[config.mk]
export PLATFORM = sky130hd
export DESIGN_NAME = fp_norm_arb
export DESIGN_NICKNAME = d
export VERILOG_FILES = /design/src/rtl/fp_norm_arb.sv
export SDC_FILE = /design/constraint.sdc
export NUM_CORES = 1
export LEC_CHECK = 0
export CAP_MARGIN = 20
export CORE_MARGIN = 2
export CORE_UTILIZATION = 35
export CTS_BUF_LIST = sky130_fd_sc_hd__clkbuf_2 sky130_fd_sc_hd__clkbuf_4 sky130_fd_sc_hd__clkbuf_8
export CTS_CLUSTER_DIAMETER = 120
export DETAILED_ROUTE_END_ITERATION = 6
export DONT_BUFFER_PORTS = 1
export PLACE_DENSITY = 0.5
export SLEW_MARGIN = 20
export SYNTH_ARGS = -nofsm -noshare
export SYNTH_HDL_FRONTEND = slang
export SYNTH_HIERARCHICAL = 1
export SYNTH_SLANG_ARGS = --single-unit
[constraint.sdc]
create_clock -name clk -period 5.1 [get_ports clk]
set_input_delay 0.255 -clock clk [delete_from_list [all_inputs] [get_ports clk]]
set_output_delay 0.255 -clock clk [all_outputs]
set_load 0.005 [all_outputs]
[src/rtl/fp_norm_arb.sv]
// fp_norm_arb: two-requester normalization controller sharing one 24-bit
// barrel left shifter. Round-robin arbitration, leading-zero count,
// denormal-floor clamp of the shift, registered gnt/done pulses.

// Shared 24-bit barrel left shifter (zero fill).
module left_shifter (
  input  logic [23:0] In,
  input  logic [4:0]  ShAmt,
  output logic [23:0] Out
);
  assign Out = In << ShAmt;
endmodule

// Handshake: a requester raises req with mant/exp stable and holds it until
// it sees its one-cycle gnt pulse (operand captured on the edge that starts
// gnt); req must be dropped by the edge that ends the gnt cycle. Results are
// reported by a one-cycle done pulse; mant_out/exp_out/zero/denorm/done_id
// are valid on done and held until the next done.
module fp_norm_arb #(
  parameter int MANT_W = 24,
  parameter int EXP_W  = 8
) (
  input  logic              clk,
  input  logic              rst_n,
  input  logic              req0,
  input  logic              req1,
  input  logic [MANT_W-1:0] mant0,
  input  logic [MANT_W-1:0] mant1,
  input  logic [EXP_W-1:0]  exp0,
  input  logic [EXP_W-1:0]  exp1,
  output logic              gnt0,
  output logic              gnt1,
  output logic              busy,
  output logic              done,
  output logic              done_id,
  output logic [MANT_W-1:0] mant_out,
  output logic [EXP_W-1:0]  exp_out,
  output logic              zero,
  output logic              denorm
);

  typedef enum logic [1:0] {
    IDLE  = 2'd0,
    CALC  = 2'd1,
    SHIFT = 2'd2
  } state_t;

  state_t             state;
  logic               last_gnt;
  logic               op_id;
  logic [MANT_W-1:0]  op_mant;
  logic [EXP_W-1:0]   op_exp;
  logic [4:0]         shamt;
  logic [EXP_W-1:0]   exp_res;
  logic               zero_res;
  logic               denorm_res;

  logic               winner;
  logic [4:0]         lzc;
  logic [EXP_W-1:0]   lzc_ext;
  logic [4:0]         shamt_n;
  logic [EXP_W-1:0]   exp_n;
  logic               zero_n;
  logic               denorm_n;
  logic [MANT_W-1:0]  sh_out;

  // Round-robin pick: a sole requester always wins; on a tie the one that
  // was not granted last wins.
  always_comb begin
    winner = 1'b0;
    if (req0 && req1) winner = ~last_gnt;
    else if (req1)    winner = 1'b1;
  end

  // Leading-zero count of the captured mantissa (24 when it is zero).
  always_comb begin
    logic found;
    lzc   = 5'd24;
    found = 1'b0;
    for (int i = MANT_W - 1; i >= 0; i--) begin
      if (!found && op_mant[i]) begin
        lzc   = 5'(MANT_W - 1 - i);
        found = 1'b1;
      end
    end
  end

  assign lzc_ext = EXP_W'(lzc);

  // Shift amount and exponent, clamped so the exponent never drops below
  // the denormal floor (a clamped result has exponent field 0, and the
  // shift stops one short of op_exp because denormals use an implied 2^-126).
  always_comb begin
    shamt_n  = 5'd0;
    exp_n    = '0;
    zero_n   = 1'b0;
    denorm_n = 1'b0;
    if (op_mant == '0) begin
      zero_n = 1'b1;
    end else if (op_exp == '0) begin
      denorm_n = 1'b1;
    end else if (lzc_ext >= op_exp) begin
      shamt_n  = 5'(op_exp - 1'b1);
      denorm_n = 1'b1;
    end else begin
      shamt_n = lzc;
      exp_n   = op_exp - lzc_ext;
    end
  end

  left_shifter u_shifter (
    .In    (op_mant),
    .ShAmt (shamt),
    .Out   (sh_out)
  );

  // Controller FSM with all registered outputs; reset drops any in-flight op.
  always_ff @(posedge clk or negedge rst_n) begin
    if (!rst_n) begin
      state      <= IDLE;
      last_gnt   <= 1'b1;
      op_id      <= 1'b0;
      op_mant    <= '0;
      op_exp     <= '0;
      shamt      <= 5'd0;
      exp_res    <= '0;
      zero_res   <= 1'b0;
      denorm_res <= 1'b0;
      gnt0       <= 1'b0;
      gnt1       <= 1'b0;
      busy       <= 1'b0;
      done       <= 1'b0;
      done_id    <= 1'b0;
      mant_out   <= '0;
      exp_out    <= '0;
      zero       <= 1'b0;
      denorm     <= 1'b0;
    end else begin
      gnt0 <= 1'b0;
      gnt1 <= 1'b0;
      done <= 1'b0;
      case (state)
        IDLE: begin
          if (req0 || req1) begin
            op_id    <= winner;
            op_mant  <= winner ? mant1 : mant0;
            op_exp   <= winner ? exp1 : exp0;
            last_gnt <= winner;
            gnt0     <= ~winner;
            gnt1     <= winner;
            busy     <= 1'b1;
            state    <= CALC;
          end
        end
        CALC: begin
          shamt      <= shamt_n;
          exp_res    <= exp_n;
          zero_res   <= zero_n;
          denorm_res <= denorm_n;
          state      <= SHIFT;
        end
        SHIFT: begin
          mant_out <= sh_out;
          exp_out  <= exp_res;
          zero     <= zero_res;
          denorm   <= denorm_res;
          done_id  <= op_id;
          done     <= 1'b1;
          busy     <= 1'b0;
          state    <= IDLE;
        end
        default: begin
          busy  <= 1'b0;
          state <= IDLE;
        end
      endcase
    end
  end

endmodule

==> metrics.md <==
| Metric | Value |
|---|---|
| Outcome | finished, final reports clean |
| EDFF count, synth | 0 |
| Routed vias/inst | around 5.4 |
| Hold WS | 0.06173 ns |
| Final RePlAce weighted congestion | ~0.89 |
| Synth async-reset ratio | 100.0% |
| Final HPWL DP | 9.366 mm |
| Unrepaired setup endpoints after global routing | false |
| H-tree Lvls | 3 |
| Cells after Synth | between 500 and 600 |
| Final clock skew | 0.01871 ns |
| Adder-Cell Fraction of Synth Area | under 10% |
| Setup Buffers After CTS | 0 |
| Final ANT Viol Nets | 0 |
| Crit path to | exp_res[6] |
| Sequential fraction of the synthesis area | 41.84% |
| Crit path max fanout | 8 |
| Core ar. | approximately 15000 µm² |
| Largest net degree at the start of global routing | 91 |
| Register area | around 2300 µm² |
| Post-synthesis compound-gate area fraction | 12.89% |
| Simple-Gate Fraction of Synth Area | between 10% and 20% |
| Initial Util | 35.56% |
| Int Pwr | 2373 µW |
| Reg clk slew, reported paths | 0.10 ns |
| Total Power | around 4300 µW |
| Distinct cells, synth | 59 |
| Footprint of the multi-input gates | 2957 µm² |
| Synth Area per Inst | 10.56 µm² |
| TNS Setup | 0 ns |
| ANT cells | 0 |
| Die Area | 16390 µm² |
| Commonest non-fill, non-tap cells in the layout | dfrtp_1, nand2_1, mux2i_1, o21ai_0, mux2_2 |
| Via count | 3743 |
| NetSw | 1877 µW |
| Total congestion overflow | 0 |
| Worst reg2reg path depth | 14 |
| Clk buf depth | 2 |
| HP Class | input port to flop |
| Die height | 128.0 µm |
| Seq pwr share | 36.2% |
| Leakage | 0.002456 µW |
| Synth Cell Area | 5385 µm² |
| Nets | 572 |
| Pins Over Slew Limit | 0 |
| Comb power frac | 50.6% |
| Worst-skew pair later-pin latency | about 0.4 ns |
| CP Data Required Time | 5.40 ns |
| Synthesized flop and latch total | 90 |
| Synth Area in XOR/XNOR | between 1 and 1.5% |
| Fill count | 1513 |
| FP Rows | 45 |
| Most common cell after layout, fill and taps aside | dfrtp_1 |
| Drc violations | 0 |
| Sink Count | 90 |
| CP Class | flop to flop |
| Drt first-iter violations | between 200 and 300 |
| Crit path from | op_mant[11] |
| Global-route wire length before repair | 20.16 mm |
| Hold Vio Cnt, Final | 0 |
| Vias in the first global route | 3655 |
| Port Buffers | 0 |
| TritonRoute pass-1 iters | 4 |
| Yosys warns | 6 |
| R2R Setup Slk | around 1.3 ns |
| Placed Area | 5528 µm² |
| Startpoint Class | flop |
| CP arrival | 4.05 ns |
| Maximum vdd drop | 0.2559 mV |
| Least-Margin Pin Slew | 1.002 ns |
| R2r startpoint | op_mant[11] |
| Post-synthesis mux area share | 25.33% |
| Cell area power density | 733.7 nW/µm² |
| Area growth syn-to-layout | 7.574% |
| TritonCTS Buffers | 9 |
| Main combinational cell family by area after synthesis | multiplexers |
| IO Pins | around 110 |
| Sw Share | 44.17% |
| Max Clk Rate | roughly 270 MHz |
| Slew HR | 33.18% |
| Share of layout cells above drive strength 1 | 19.96% |
| Period Utilization, post-route | 73.61% |
| # setup viols final | 0 |
| Post-Syn Nets | 586 |
| GR Util All Layers | 16.02% |
| Post-Route WL | around 13 mm |
| Critical path endpoint category | flop |
| Die width | ~130 µm |
| Min Clock Period, post-route | 3.754 ns |
| Initial antenna violation count | 0 |
| Worst R2R End | exp_res[6] |
| Clk pwr share | 13.2% |
| Fin area | 5793 µm² |
| Root buffer cell | clkbuf_8 |
| Average wire per standard cell | ~18 µm |
| Max_cap viols | 0 |
| Most common flop cell mapped by yosys | dfrtp_1 |
| CTS tree | yes |
| Util after Layout | 38.25% |
-- power by group through the flow --
| stage | Clock [µW] | Sequential (µW) | Combinational, µW |
|---|---|---|---|
| after global routing | 608 | 1610 | 2390 |
| after detailed placement | 0 | 1560 | 2140 |
| after floorplan | 0 | 1320 | 1810 |
| after global placement | 0 | 1540 | 2140 |
| final | 562 | 1540 | 2150 |
| after CTS | 583 | 1540 | 2170 |
-- kinds of logic after synthesis --
family,after synthesis
multiplexers,111
AO/OA/AOI/OAI,104
AND/OR/NAND/NOR,144
flip-flops,90
adder cells (fa/ha/maj),8
XOR/XNOR,8
buffers and inverters,45
-- worst min path at each step --
stage / from / slack (ns) / to / cells past startpoint
2_1_floorplan: rst_n / -0.04 / busy / 0
3_3_place_gp: rst_n / -0.04 / mant_out[11] / 0
3_5_place_dp: rst_n / -0.04 / mant_out[11] / 0
4_1_cts: mant0[17] / 0.05 / op_mant[17] / 2
5_1_grt: mant0[12] / 0.07 / op_mant[12] / 2
6_report: mant0[17] / 0.06 / op_mant[17] / 2
-- state kept, by name, indices dropped and copies added, names as in the netlist --
| register | count |
|---|---|
| gnt0 | 1 |
| zero | 1 |
| last_gnt | 1 |
| exp_out | 8 |
| zero_res | 1 |
| op_mant | 24 |
| exp_res | 8 |
| shamt | 5 |
| op_exp | 8 |
| done | 1 |
| done_id | 1 |
| gnt1 | 1 |
| denorm_res | 1 |
| busy | 1 |
| denorm | 1 |
| mant_out | 24 |
| state | 2 |
| op_id | 1 |
-- layer usage --
metal  track usage, %  share of wire, %  vias up
li1                 -                 -     1815
met1            24.29                51     1807
met2            21.86                41      110
met3            4.674               6.4       11
met4            4.848               1.3        0
met5                0                 0        -
-- synth_stat cells (2+ instances only) --
cell type,count,area (µm²)
a221o_1,2,20.02
o31a_1,3,26.28
nor4_4,2,42.54
mux2i_1,53,530.5
a21oi_1,10,50.05
o21ai_0,46,230.2
mux4_2,16,360.4
a2bb2oi_1,2,17.52
inv_1,13,48.80
o221ai_1,3,26.28
nor3_1,5,25.02
dfrtp_1,89,2227
or3_1,3,18.77
nor2_1,36,135.1
buf_6,3,33.78
o22ai_1,2,12.51
o31ai_1,3,22.52
nand2b_1,8,50.05
clkbuf_1,17,63.81
o21ai_1,6,30.03
buf_2,7,35.03
xor2_1,2,17.52
and2_1,4,25.02
o211ai_2,2,25.02
a21o_1,2,15.01
or2_2,3,18.77
ha_1,7,87.58
xnor2_1,6,52.55
a211oi_1,6,45.04
nand2_1,66,247.7
buf_1,4,15.01
mux2_2,42,473.0
a32o_1,5,50.05
nand3_1,5,25.02
nor2b_1,2,12.51
o41ai_1,2,17.52
-- what timing repair did --
| item | 4_1_cts | 5_1_grt |
|---|---|---|
| resized for setup | 0 | 0 |
| hold buffers | 2 | 0 |
| endpoints found under the hold margin | 90 | 0 |
-- critical path, stage by stage (launching register included) --
cell      delay [ns]
dfrtp_1         0.48
or4_4           0.61
nor2_4          0.16
inv_2           0.09
o32a_1          0.37
o21ai_2         0.09
inv_1           0.06
ha_1            0.21
fa_1            0.40
nand2b_1        0.18
a21oi_1         0.22
o22ai_1         0.14
nand2_1         0.19
nand2_1         0.23
o21ai_0         0.24
-- cell type report --
cell class,instances,area share (%)
clock inverters,6,1.533
clock buffers,10,2.376
multi-input cells,375,51.04
repair buffers,6,1.166
flip-flops and latches,90,38.92
well taps,188,4.060
inverters,14,0.9071
-- through the flow --
step | setup WS (ns) | instances
2_1_floorplan | 1.749 | 510
3_3_place_gp | 1.467 | 671
3_5_place_dp | 1.424 | 671
4_1_cts | 1.333 | 689
5_1_grt | 1.077 | 689
6_report | 1.346 | 689
No activity file was read; power rests on OpenSTA's default activity.
